[config.mk]
export PLATFORM = sky130hd
export DESIGN_NAME = alarm_unit_flat
export DESIGN_NICKNAME = d
export VERILOG_FILES = /design/src/rtl/alarm_unit_pkg.sv /design/src/rtl/alarm_unit_if.sv /design/src/rtl/alarm_unit_time_add_min.sv /design/src/rtl/alarm_unit.sv /design/src/flat_wrapper.sv
export SDC_FILE = /design/constraint.sdc
export NUM_CORES = 1
export LEC_CHECK = 0
export ABC_AREA = 1
export ABC_CLOCK_PERIOD_IN_PS = 1500
export BUFFER_PORTS_ARGS = -buffer_cell sky130_fd_sc_hd__buf_2
export CORE_ASPECT_RATIO = 0.7
export CORE_UTILIZATION = 45
export DETAILED_ROUTE_END_ITERATION = 10
export PLACE_DENSITY = 0.83
export SKIP_CTS_REPAIR_TIMING = 1
export SLEW_MARGIN = 20
export SYNTH_ARGS = -nofsm -noshare
export SYNTH_HDL_FRONTEND = slang
export SYNTH_HIERARCHICAL = 1
export SYNTH_SLANG_ARGS = --single-unit
[constraint.sdc]
create_clock -name clk -period 1.5 [get_ports clk]
set_input_delay 0.45 -clock clk [delete_from_list [all_inputs] [get_ports clk]]
set_output_delay 0.45 -clock clk [all_outputs]
set_load 0.02 [all_outputs]
[src/rtl/alarm_unit_pkg.sv]
// Package: alarm_unit_pkg
// Shared definitions for the alarm stage.
//  - alarm_state_t : FSM state encoding (DISARMED, ARMED, RINGING, SNOOZED)
//  - SEC_MAX, MIN_MAX, HOUR_MAX : largest legal value of each time field
//  - time_ok()     : true when an hh:mm pair is a legal time of day
package alarm_unit_pkg;

  typedef enum logic [1:0] {
    ST_DISARMED = 2'd0,
    ST_ARMED    = 2'd1,
    ST_RINGING  = 2'd2,
    ST_SNOOZED  = 2'd3
  } alarm_state_t;

  localparam int SEC_MAX  = 59;
  localparam int MIN_MAX  = 59;
  localparam int HOUR_MAX = 23;

  function automatic logic time_ok(input logic [4:0] h, input logic [5:0] m);
    return (h <= 5'(HOUR_MAX)) && (m <= 6'(MIN_MAX));
  endfunction

endpackage

[src/rtl/alarm_unit_if.sv]
// Interface: alarm_unit_if
// Valid/ready load channel for a new alarm time.
//  set_valid  master -> slave  request to load set_hour:set_min
//  set_hour   master -> slave  requested alarm hour
//  set_min    master -> slave  requested alarm minute
//  set_ready  slave -> master  the alarm stage can take a load this cycle
interface alarm_unit_if;

  logic       set_valid;
  logic [4:0] set_hour;
  logic [5:0] set_min;
  logic       set_ready;

  modport master (
    output set_valid,
    output set_hour,
    output set_min,
    input  set_ready
  );

  modport slave (
    input  set_valid,
    input  set_hour,
    input  set_min,
    output set_ready
  );

endinterface

[src/rtl/alarm_unit_time_add_min.sv]
// Module: time_add_min
// Combinational hh:mm + ADD_MIN minutes. Minutes wrap mod 60 with a carry
// into the hour, hours wrap mod 24 (23:58 + 5 = 00:03).
// Only built when ALARM_SNOOZE_EN is defined, since the snooze target is
// its sole user.
//  hour      in   5  hour 0..23
//  min       in   6  minute 0..59
//  sum_hour  out  5  resulting hour
//  sum_min   out  6  resulting minute
`ifdef ALARM_SNOOZE_EN
module time_add_min
  import alarm_unit_pkg::*;
#(
  parameter int ADD_MIN = 5
) (
  input  logic [4:0] hour,
  input  logic [5:0] min,
  output logic [4:0] sum_hour,
  output logic [5:0] sum_min
);

  logic [6:0] min_sum;
  logic       carry;

  // ADD_MIN is at most 59, so at most one minute wrap can occur.
  always_comb begin
    min_sum = 7'(min) + 7'(ADD_MIN);
    carry   = (min_sum > 7'(MIN_MAX));
    sum_min = carry ? 6'(min_sum - 7'(MIN_MAX + 1)) : min_sum[5:0];
    if (carry && (hour == 5'(HOUR_MAX))) begin
      sum_hour = '0;
    end else begin
      sum_hour = hour + {4'b0000, carry};
    end
  end

endmodule
`endif

[src/rtl/alarm_unit.sv]
// Module: alarm_unit
// Alarm stage fed by the hh:mm:ss time counter. Holds a programmable alarm
// time, rings when the time reaches alarm_hour:alarm_min:00, and supports
// stop, snooze (bounded by MAX_SNOOZE) and auto-silence after RING_MAX_SEC
// ringing seconds.
// Build option: ALARM_SNOOZE_EN enables the snooze feature. Without it the
// snooze input is ignored and the SNOOZED state is never entered.
// Ports:
//  clk, rst          clock (rising edge), asynchronous active-low reset
//  sec/min/hour      current time from the time counter
//  arm               level, 1 = alarm enabled
//  set               alarm_unit_if slave: alarm time load handshake
//  stop, snooze      single-cycle user pulses
//  alarm_hour/min    stored alarm time
//  ringing           alarm active
//  alarm_hit         pulse on every entry to RINGING
//  ring_tmo          pulse on auto-silence
//  cfg_err           pulse when a load carries an illegal time
module alarm_unit
  import alarm_unit_pkg::*;
#(
  parameter int RST_HOUR     = 6,
  parameter int RST_MIN      = 0,
  parameter int SNOOZE_MIN   = 5,
  parameter int MAX_SNOOZE   = 3,
  parameter int RING_MAX_SEC = 60
) (
  input  logic        clk,
  input  logic        rst,
  input  logic [5:0]  sec,
  input  logic [5:0]  min,
  input  logic [4:0]  hour,
  input  logic        arm,
  alarm_unit_if.slave set,
  input  logic        stop,
  input  logic        snooze,
  output logic [4:0]  alarm_hour,
  output logic [5:0]  alarm_min,
  output logic        ringing,
  output logic        alarm_hit,
  output logic        ring_tmo,
  output logic        cfg_err
);

  alarm_state_t state;
  logic [5:0]   sec_q;
  logic [7:0]   ring_cnt;
  logic         ready_q;
  logic         sec_tick;
  logic         load_fire;
  logic         load_ok;
  logic [4:0]   tgt_hour;
  logic [5:0]   tgt_min;
  logic         match;
  logic         ring_last;

  // Any change of the seconds field is a tick, so the counter may advance
  // every clock or only on enables.
  assign sec_tick  = (sec != sec_q);
  assign load_fire = set.set_valid && ready_q;
  assign load_ok   = load_fire && time_ok(set.set_hour, set.set_min);
  assign match     = sec_tick && (sec == 6'd0) && (hour == tgt_hour) && (min == tgt_min);
  assign ring_last = sec_tick && (ring_cnt == 8'(RING_MAX_SEC - 1));
  assign set.set_ready = ready_q;

`ifdef ALARM_SNOOZE_EN
  logic [4:0] snz_hour;
  logic [5:0] snz_min;
  logic [4:0] nxt_snz_hour;
  logic [5:0] nxt_snz_min;
  logic [7:0] snooze_cnt;
  logic       snooze_ok;

  time_add_min #(
    .ADD_MIN (SNOOZE_MIN)
  ) u_snz_add (
    .hour     (hour),
    .min      (min),
    .sum_hour (nxt_snz_hour),
    .sum_min  (nxt_snz_min)
  );

  assign snooze_ok = snooze && (snooze_cnt < 8'(MAX_SNOOZE));
  assign tgt_hour  = (state == ST_SNOOZED) ? snz_hour : alarm_hour;
  assign tgt_min   = (state == ST_SNOOZED) ? snz_min  : alarm_min;
`else
  logic snooze_unused;

  assign snooze_unused = snooze ^ (MAX_SNOOZE != 0) ^ (SNOOZE_MIN != 0);
  assign tgt_hour      = alarm_hour;
  assign tgt_min       = alarm_min;
`endif

  // Stored alarm time and load result. A match in the same cycle as a load
  // still compares against the old value because this register updates at
  // the same edge.
  always_ff @(posedge clk or negedge rst) begin
    if (!rst) begin
      alarm_hour <= 5'(RST_HOUR);
      alarm_min  <= 6'(RST_MIN);
      cfg_err    <= 1'b0;
      sec_q      <= '0;
    end else begin
      sec_q   <= sec;
      cfg_err <= load_fire && !load_ok;
      if (load_ok) begin
        alarm_hour <= set.set_hour;
        alarm_min  <= set.set_min;
      end
    end
  end

  // Alarm FSM. ringing and set_ready are registered alongside the state so
  // they always describe the state just entered.
  always_ff @(posedge clk or negedge rst) begin
    if (!rst) begin
      state     <= ST_DISARMED;
      ringing   <= 1'b0;
      ready_q   <= 1'b1;
      alarm_hit <= 1'b0;
      ring_tmo  <= 1'b0;
      ring_cnt  <= '0;
`ifdef ALARM_SNOOZE_EN
      snooze_cnt <= '0;
      snz_hour   <= '0;
      snz_min    <= '0;
`endif
    end else begin
      alarm_hit <= 1'b0;
      ring_tmo  <= 1'b0;
      if (!arm) begin
        state   <= ST_DISARMED;
        ringing <= 1'b0;
        ready_q <= 1'b1;
      end else begin
        case (state)
          ST_DISARMED: begin
            state <= ST_ARMED;
          end
          ST_ARMED: begin
            if (match) begin
              state     <= ST_RINGING;
              ringing   <= 1'b1;
              ready_q   <= 1'b0;
              alarm_hit <= 1'b1;
              ring_cnt  <= '0;
`ifdef ALARM_SNOOZE_EN
              snooze_cnt <= '0;
`endif
            end
          end
          ST_RINGING: begin
            if (stop) begin
              state   <= ST_ARMED;
              ringing <= 1'b0;
              ready_q <= 1'b1;
`ifdef ALARM_SNOOZE_EN
            end else if (snooze_ok) begin
              state      <= ST_SNOOZED;
              ringing    <= 1'b0;
              ready_q    <= 1'b1;
              snooze_cnt <= snooze_cnt + 8'd1;
              snz_hour   <= nxt_snz_hour;
              snz_min    <= nxt_snz_min;
`endif
            end else if (ring_last) begin
              state    <= ST_ARMED;
              ringing  <= 1'b0;
              ready_q  <= 1'b1;
              ring_tmo <= 1'b1;
            end else if (sec_tick) begin
              ring_cnt <= ring_cnt + 8'd1;
            end
          end
`ifdef ALARM_SNOOZE_EN
          ST_SNOOZED: begin
            // A due snooze ring takes precedence over a load arriving in
            // the same cycle; otherwise a load drops the snooze.
            if (stop) begin
              state <= ST_ARMED;
            end else if (match) begin
              state     <= ST_RINGING;
              ringing   <= 1'b1;
              ready_q   <= 1'b0;
              alarm_hit <= 1'b1;
              ring_cnt  <= '0;
            end else if (load_ok) begin
              state <= ST_ARMED;
            end
          end
`endif
          default: begin
            state   <= ST_DISARMED;
            ringing <= 1'b0;
            ready_q <= 1'b1;
          end
        endcase
      end
    end
  end

endmodule
[src/flat_wrapper.sv]
// flat-port wrapper written by rule: the top's interface ports become plain ports
module alarm_unit_flat import alarm_unit_pkg::*;
#(
  parameter int RST_HOUR     = 6,
  parameter int RST_MIN      = 0,
  parameter int SNOOZE_MIN   = 5,
  parameter int MAX_SNOOZE   = 3,
  parameter int RING_MAX_SEC = 60
)
  (clk, rst, sec, min, hour, arm, stop, snooze, alarm_hour, alarm_min, ringing, alarm_hit, ring_tmo, cfg_err, set_set_valid, set_set_hour, set_set_min, set_set_ready);
  alarm_unit_if set_i ();
  input  logic clk;
  input  logic rst;
  input  logic [5:0] sec;
  input  logic [5:0] min;
  input  logic [4:0] hour;
  input  logic arm;
  input  logic stop;
  input  logic snooze;
  output logic [4:0] alarm_hour;
  output logic [5:0] alarm_min;
  output logic ringing;
  output logic alarm_hit;
  output logic ring_tmo;
  output logic cfg_err;
  input wire logic [$bits(set_i.set_valid)-1:0] set_set_valid;
  input wire logic [$bits(set_i.set_hour)-1:0] set_set_hour;
  input wire logic [$bits(set_i.set_min)-1:0] set_set_min;
  output wire logic [$bits(set_i.set_ready)-1:0] set_set_ready;
  assign set_i.set_valid = set_set_valid;
  assign set_i.set_hour = set_set_hour;
  assign set_i.set_min = set_set_min;
  assign set_set_ready = set_i.set_ready;
  alarm_unit #(.RST_HOUR(RST_HOUR), .RST_MIN(RST_MIN), .SNOOZE_MIN(SNOOZE_MIN), .MAX_SNOOZE(MAX_SNOOZE), .RING_MAX_SEC(RING_MAX_SEC)) u_core (.clk(clk), .rst(rst), .sec(sec), .min(min), .hour(hour), .arm(arm), .set(set_i), .stop(stop), .snooze(snooze), .alarm_hour(alarm_hour), .alarm_min(alarm_min), .ringing(ringing), .alarm_hit(alarm_hit), .ring_tmo(ring_tmo), .cfg_err(cfg_err));
endmodule
==> results.md, run 1 <==
* Max VDD drop at 0.7126 mV
* Clock Skew at around 8.6 ps
* Final Instance Count excl. Fillers at approximately 400
* Vias in the first global route at roughly 1800
* Design area at around 2500 um2
* Synth Net Count at roughly 310
* Placed Area at approximately 2300 um2
* Number of setup violations in the final report at 9
* Top post-synthesis cells by area: dfrtp_1 38%, nand2_1 18%, nor2_1 8.2%, inv_1 8.0%, nand3_1 4.7%
* Post-synthesis register bit count at 32
* Io pins at 50
* Critical path type: flip-flop to flip-flop
* CP peak stage delay at roughly 520 ps
* ANT nets after route at 0
* Min-Delay Path Class: input port to flip-flop
* CP cell instances: buf_4 -> nand2_1 -> nand2_1 -> nand3_1 -> nor2_1 -> nand4_1 -> nand2_2 -> nand3_1 -> nand2_2
* Final hold vios at 0
* Clock Tree Buf Depth at 2
* Sequential share of the synthesized area at between 40% and 50%
* Initial core utilization at 47.93%
* GPL Wtd Cong at roughly 0.84
* Post-synth top area share at around 38%
* RSZ-0062 raised after global routing: yes
* Vias per inst at 4.828
* Worst slack, placed at -132.9 ps
* Data required, critical path at 1720 ps
* CP max stage cell: dfstp_2
* Num CTS Buffers at 5
* Pwr Density at between 1000 and 1500 nW/um2
* Core Region at 4018 um2
* Via count at 1912
* Ys async rst share at between 90% and 100%
* Cell count along the critical path at 9
* DR WL/cell at roughly 11 um
* Largest net degree at the start of global routing at 29
* Reg2reg start: u_core/alarm_hour[2]
* Clock sink count at 32
* Fill cells at between 300 and 400
* Warnings from Yosys at 6
* CTS clk-pin slew, worst paths at 70 ps
* Root Buffer Master: clkbuf_8
* Total of max-cap violations at 0
* Failing checks: negative setup slack
* FF-to-FF path depth at 9
* Dpl cells at 386
* Post-Syn Area at around 1900 um2
* WP buf/inv at 1
* DRC at 0
* Max_slew headroom at 78.72%
* Synth Flop Type: dfrtp_1
* Hold WS at between 300 and 400 ps
* Clk Latency, worst-skew pair at about 280 ps
* Crit path max fanout at 8
* Horiz. Die Dim at 80.19 um
* CTS tree: built
* Worst slew pin tran at roughly 320 ps
* Die area at ~4500 um2
* Critical path arrival at 1760 ps
* Share of cells above drive strength 1 at between 20% and 30%
* Hold path start: sec[0]
* CP top delay family: simple AND/OR/NAND/NOR gates
* First-iteration detailed-routing DRC count at 72
* Detailed placer's ending HPWL at between 3000 and 4000 um
* Final Cycle Share at 102.9%
* Slew Limit Fails at 0
* N_diodes at 0
* Row count at 19
* Post-synth EDFFs at 0
* Yosys cell types at 26
* Gr usage total at around 22%
* Drt total wl at roughly 4500 um
* Hold Path Cell Cnt at 1
* DR pass1 iterations at 4
* DIE HEIGHT at between 50 and 60 um
* IO Port Bufs at between 40 and 50
* Slack of the critical path at -44.01 ps
* Nature of the critical path endpoint: flip-flop
* Leakage at 1.368 nW
* Outcome: complete, but fails checks
* Post-synthesis to final-layout area growth at 27.88%
* GRT overflow at 0
* Startpoint types: flip-flop
* Post-synth top area cell: dfrtp_1
* Synth Instances at about 280
* First-pass GRT wire length at approximately 7500 um
* Initial antenna violation count at 0
* CP Launch Point: u_core/alarm_hour[2]
* Layout net count at ~380
* Max Freq at ~650 MHz
* Avg Inst Size Synth at between 6 and 7 um2
* Htree depth at 2
* Time the worst path needs with I/O delays and setup at around 1500 ps
final timing paths:
check	endpoint	slack [ps]
max	u_core/ring_cnt[7]	-40
min	u_core/sec_q[0]	310
max reg2reg	u_core/ring_cnt[7]	-40
min reg2reg	u_core/set.set_ready	490
max in group asynchronous	u_core/alarm_hour[2]	530
min in group asynchronous	u_core/alarm_min[2]	530
power breakdown:
group	switching [mW]	leakage, nW	total [mW]	internal, mW
Clock	0.294	0.0395	0.623	0.329
Sequential	0.151	0.391	1.25	1.10
Combinational	1.04	0.937	1.65	0.613
layout by cell type (no fill, tap or decap):
cell / netlist / routed
nand2_2: 9 / 17
ha_1: 1 / 1
buf_4: 0 / 11
nor3_1: 2 / 2
a21oi_1: 15 / 15
dfrtp_1: 29 / 29
nor2_4: 4 / 4
nor2_2: 1 / 3
nor2_1: 42 / 40
and2_1: 1 / 1
nand4_1: 4 / 4
dfstp_2: 3 / 3
clkbuf_8: 0 / 5
clkbuf_1: 1 / 3
nor3b_2: 1 / 1
inv_2: 0 / 1
nand3_2: 1 / 3
o21ai_0: 2 / 2
or2_2: 1 / 1
and3_1: 1 / 1
dlygate4sd3_1: 0 / 1
nand3b_1: 1 / 1
nand2_1: 91 / 83
inv_1: 41 / 40
o21a_1: 3 / 3
buf_12: 0 / 1
nand3_1: 18 / 16
buf_2: 1 / 46
o21ai_4: 1 / 1
nor4_1: 1 / 1
nand3_4: 2 / 2
buf_6: 0 / 2
synthesized netlist by cell type (2+ instances only):
cell / number
dfrtp_1: 29
nand2_1: 91
nand2_2: 9
nand3_1: 18
a21oi_1: 15
nand3_4: 2
inv_1: 41
o21ai_0: 2
nand4_1: 4
dfstp_2: 3
o21a_1: 3
nor2_1: 42
nor3_1: 2
nor2_4: 4
area by class of cell:
class,instances,area [um2],area share (%)
Inverter,41,153.9,6.250
Multi-Input combinational cell,202,993.5,40.35
Sequential cell,32,804.5,32.67
Clock buffer,8,80.08,3.252
Tap cell,52,65.06,2.642
Timing Repair Buffer,61,365.4,14.84
metrics by stage:
step                      power (mW)  setup TNS [ps]  util, %
after global routing           3.801           -1790    61.29
after detailed placement       2.802           -1070    57.68
after CTS                      3.442          -637.3    59.67
after global placement         2.749          -921.7    57.68
after floorplan                2.259               0        -
final                          3.524          -292.5    61.29
logic make-up (layout without fill, tap and decap cells):
family                   after synthesis  after routing  synth area share, %
AND/OR/NAND/NOR                      180            180                42.69
buffers and inverters                 43            110                8.447
flip-flops                            32             32                41.78
AO/OA/AOI/OAI                         21             21                6.433
adder cells (fa/ha/maj)                1              1               0.6497
routing by layer:
metal  track usage [%]  vias up  wire, um
li1                  -      986         -
met1             27.31      879      2061
met2             36.87       43      2231
met3             5.366        4       219
met4             6.378        0        36
met5                 0        -         0
worst register-to-register path, delay by kind of cell (launching register included):
family / cells / cell delay (ps)
buffers and inverters: 1 / 120
and+or+nand+nor: 8 / 870
DFF: 1 / 520
state kept, by name, summed over array words and instances (netlist names):
register	flops
u_core/ring_cnt	8
u_core/alarm_min	6
u_core/sec_q	6
u_core/alarm_hour	5
u_core/state	2
u_core/alarm_hit	1
u_core/cfg_err	1
u_core/ring_tmo	1
u_core/ringing	1
u_core/set.set_ready	1
Power figures use the tool's default switching activity.
==> run 2, diff against run 1 <==
--- a/config.mk
+++ b/config.mk
@@ -9,6 +9,7 @@
 export ABC_CLOCK_PERIOD_IN_PS = 1500
 export BUFFER_PORTS_ARGS = -buffer_cell sky130_fd_sc_hd__buf_2
 export CORE_ASPECT_RATIO = 0.7
+export CORE_MARGIN = 8
 export CORE_UTILIZATION = 45
 export DETAILED_ROUTE_END_ITERATION = 10
 export PLACE_DENSITY = 0.83
==> results.md, run 2 (synthesis gave the netlist of run 1 again) <==
* Outcome: complete, but fails checks
* Failing checks: negative setup slack
* Vias in the first global route at 1734 (-2.7%)
* Detailed placer's ending HPWL at 3824 um (+10%)
* Commonest non-fill, non-tap cell in the layout: nand2_1
* Hold WS at 62.72 ps (-250.3 ps)
* Worst slew pin tran at 407.0 ps (+89.05 ps)
* Crit path max fanout at 8 (unchanged)
* Clk Latency, worst-skew pair at 280 ps (about the same)
* IO Port Bufs at 48 (unchanged)
* Top Registers: u_core/ring_cnt: 8 flops, u_core/alarm_min: 6 flops, u_core/sec_q: 6 flops
* Slack of the critical path at -79.91 ps (-35.90 ps)
* Root Buffer Master: clkbuf_8
* Post-synthesis to final-layout area growth at 30.60%
* Critical path arrival at 1800 ps (+40 ps)
* Leakage at 1.380 nW (+0.87%)
* N_diodes at 0 (unchanged)
* Max FFs per register at 8 (unchanged)
* Most Crowded Layer GR: met2
* Pwr Density at 1452 nW/um2 (+1.4%)
* Nature of the critical path endpoint: flip-flop
* Layout net count at 376 (-0.53%)
* ANT nets after route at 0 (unchanged)
* Initial antenna violation count at 0 (unchanged)
* Post-route core utilization at 59.47% (-1.8 points)
* Number of setup violations in the final report at 10 (+1)
* Vias per inst at 4.836 (+0.17%)
* Data required, critical path at 1720 ps (about the same)
* GRT overflow at 0 (unchanged)
* Max Freq at 632.9 MHz (-2.3%)
* Row count at 20 (+1)
* RSZ-0062 raised after global routing: yes
* Core Region at 4229 um2 (+5.3%)
* Clock sink count at 32 (unchanged)
* Met2 Use GR at 22.92% (-14 points)
* Commonest cells after routing, fill and taps aside: 87 x nand2_1, 46 x buf_2, 39 x nor2_1, 39 x inv_1, 29 x dfrtp_1
* CTS tree: built
* Gr usage total at 14.52% (-7.2 points)
* Final hold vios at 0 (unchanged)
* Met1 usage at 18.37% (-8.9 points)
* Htree depth at 2 (unchanged)
* Critical path type: flip-flop to flip-flop
* Max VDD drop at 0.9083 mV (+27%)
* Horiz. Die Dim at 94.19 um (+17%)
* Clock Tree Buf Depth at 2 (unchanged)
* DR pass1 iterations at 4 (unchanged)
* Reg with most FFs: u_core/ring_cnt
* Largest net degree at the start of global routing at 23 (-21%)
* Slew Limit Fails at 0 (unchanged)
* Drt total wl at 5138 um (+13%)
* First-iteration detailed-routing DRC count at 118 (+64%)
* Min-Delay Path Class: input port to asynchronous set/reset pin
* CTS clk-pin slew, worst paths at 70 ps (about the same)
* Num CTS Buffers at 5 (unchanged)
* Via count at 1920 (+0.42%)
* Clock Skew at 8.646 ps (+0.03836 ps)
* Met3 usage at 4.440% (-0.93 points)
* Startpoint types: flip-flop
* DRC at 0 (unchanged)
* DIE HEIGHT at 70.73 um (+25%)
* Time the worst path needs with I/O delays and setup at 1580 ps (+35.90 ps)
* First-pass GRT wire length at 7755 um (+3.6%)
* Final Cycle Share at 105.3% (+2.4 points)
* Io pins at 50 (unchanged)
* Total of max-cap violations at 0 (unchanged)
* DR WL/cell at 12.94 um (+13%)
* GPL Wtd Cong at 0.8342 (-0.67%)
* Max_slew headroom at 72.76% (-6.0 points)
* Initial core utilization at 45.53% (-2.4 points)
* Share of cells above drive strength 1 at 31.58% (+2.2 points)
* Die area at 6662 um2 (+46%)
## run 2: cell types whose count changed in the layout (fill, tap and decap cells not counted), moves of 3 or more
cell,previous run,this run
nand2_2,17,11
nand3_1,16,9
buf_4,11,8
clkbuf_1,3,0
nand2_1,83,87
nand3_2,3,10
## run 2: layout make-up
class	count	area, um2
Timing Repair Buffer	59	364.1
Fill cell	378	1714
Clock inverter	2	10.01
Tap cell	55	68.82
Multi-Input combinational cell	202	1031
Sequential cell	32	804.5
Inverter	41	153.9
Clock buffer	6	82.58
## run 2: worst max-delay path, cell delays in order, from the launching register on
cell and delay (ps):
dfstp_2 540, inv_2 40, nand2_2 60, nand2_1 50, nor2_1 100, nand2_1 80
nor2_2 130, nand4_1 150, nand2_4 180, nand3_1 90, nand2_1 90
## run 2: metrics by stage
stage                     power, mW  cells  instance area, um2  setup WS (ps)  TNS, ps
after floorplan               2.259    277                1926          5.220        0
after global placement        2.750    387                2318         -98.00   -788.4
after detailed placement      2.804    387                2318         -154.6    -1334
after CTS                     3.497    395                2411         -89.32   -705.1
after global routing          3.887    397                2515         -227.2    -1935
final                         3.651    397                2515         -79.91   -486.7
## run 2: worst paths after layout
kind,start,cells past startpoint,slack [ps],to
max in group asynchronous,rst,2,940,u_core/alarm_hour[1]
worst min register to register,u_core/set.set_ready,2,480,u_core/set.set_ready
worst max-delay path,u_core/alarm_hour[1],10,-80,u_core/ring_cnt[2]
worst min-delay path,rst,1,60,u_core/ringing
worst max register to register,u_core/alarm_hour[1],10,-80,u_core/ring_cnt[2]
min in group clk,sec[4],1,310,u_core/sec_q[4]
## run 2: where the power goes
group / switching, mW / internal (mW) / total (mW)
logic: 1.08 / 0.633 / 1.71
registers: 0.158 / 1.10 / 1.26
clock network: 0.316 / 0.366 / 0.681
total: 1.55 / 2.10 / 3.65
## run 2: layer usage
| layer | share of wire, % | vias up |
|---|---|---|
| met1 | 46 | 884 |
| met3 | 4.8 | 6 |
| met5 | 0 | - |
| li1 | - | 981 |
| met2 | 48 | 49 |
| met4 | 1.1 | 0 |
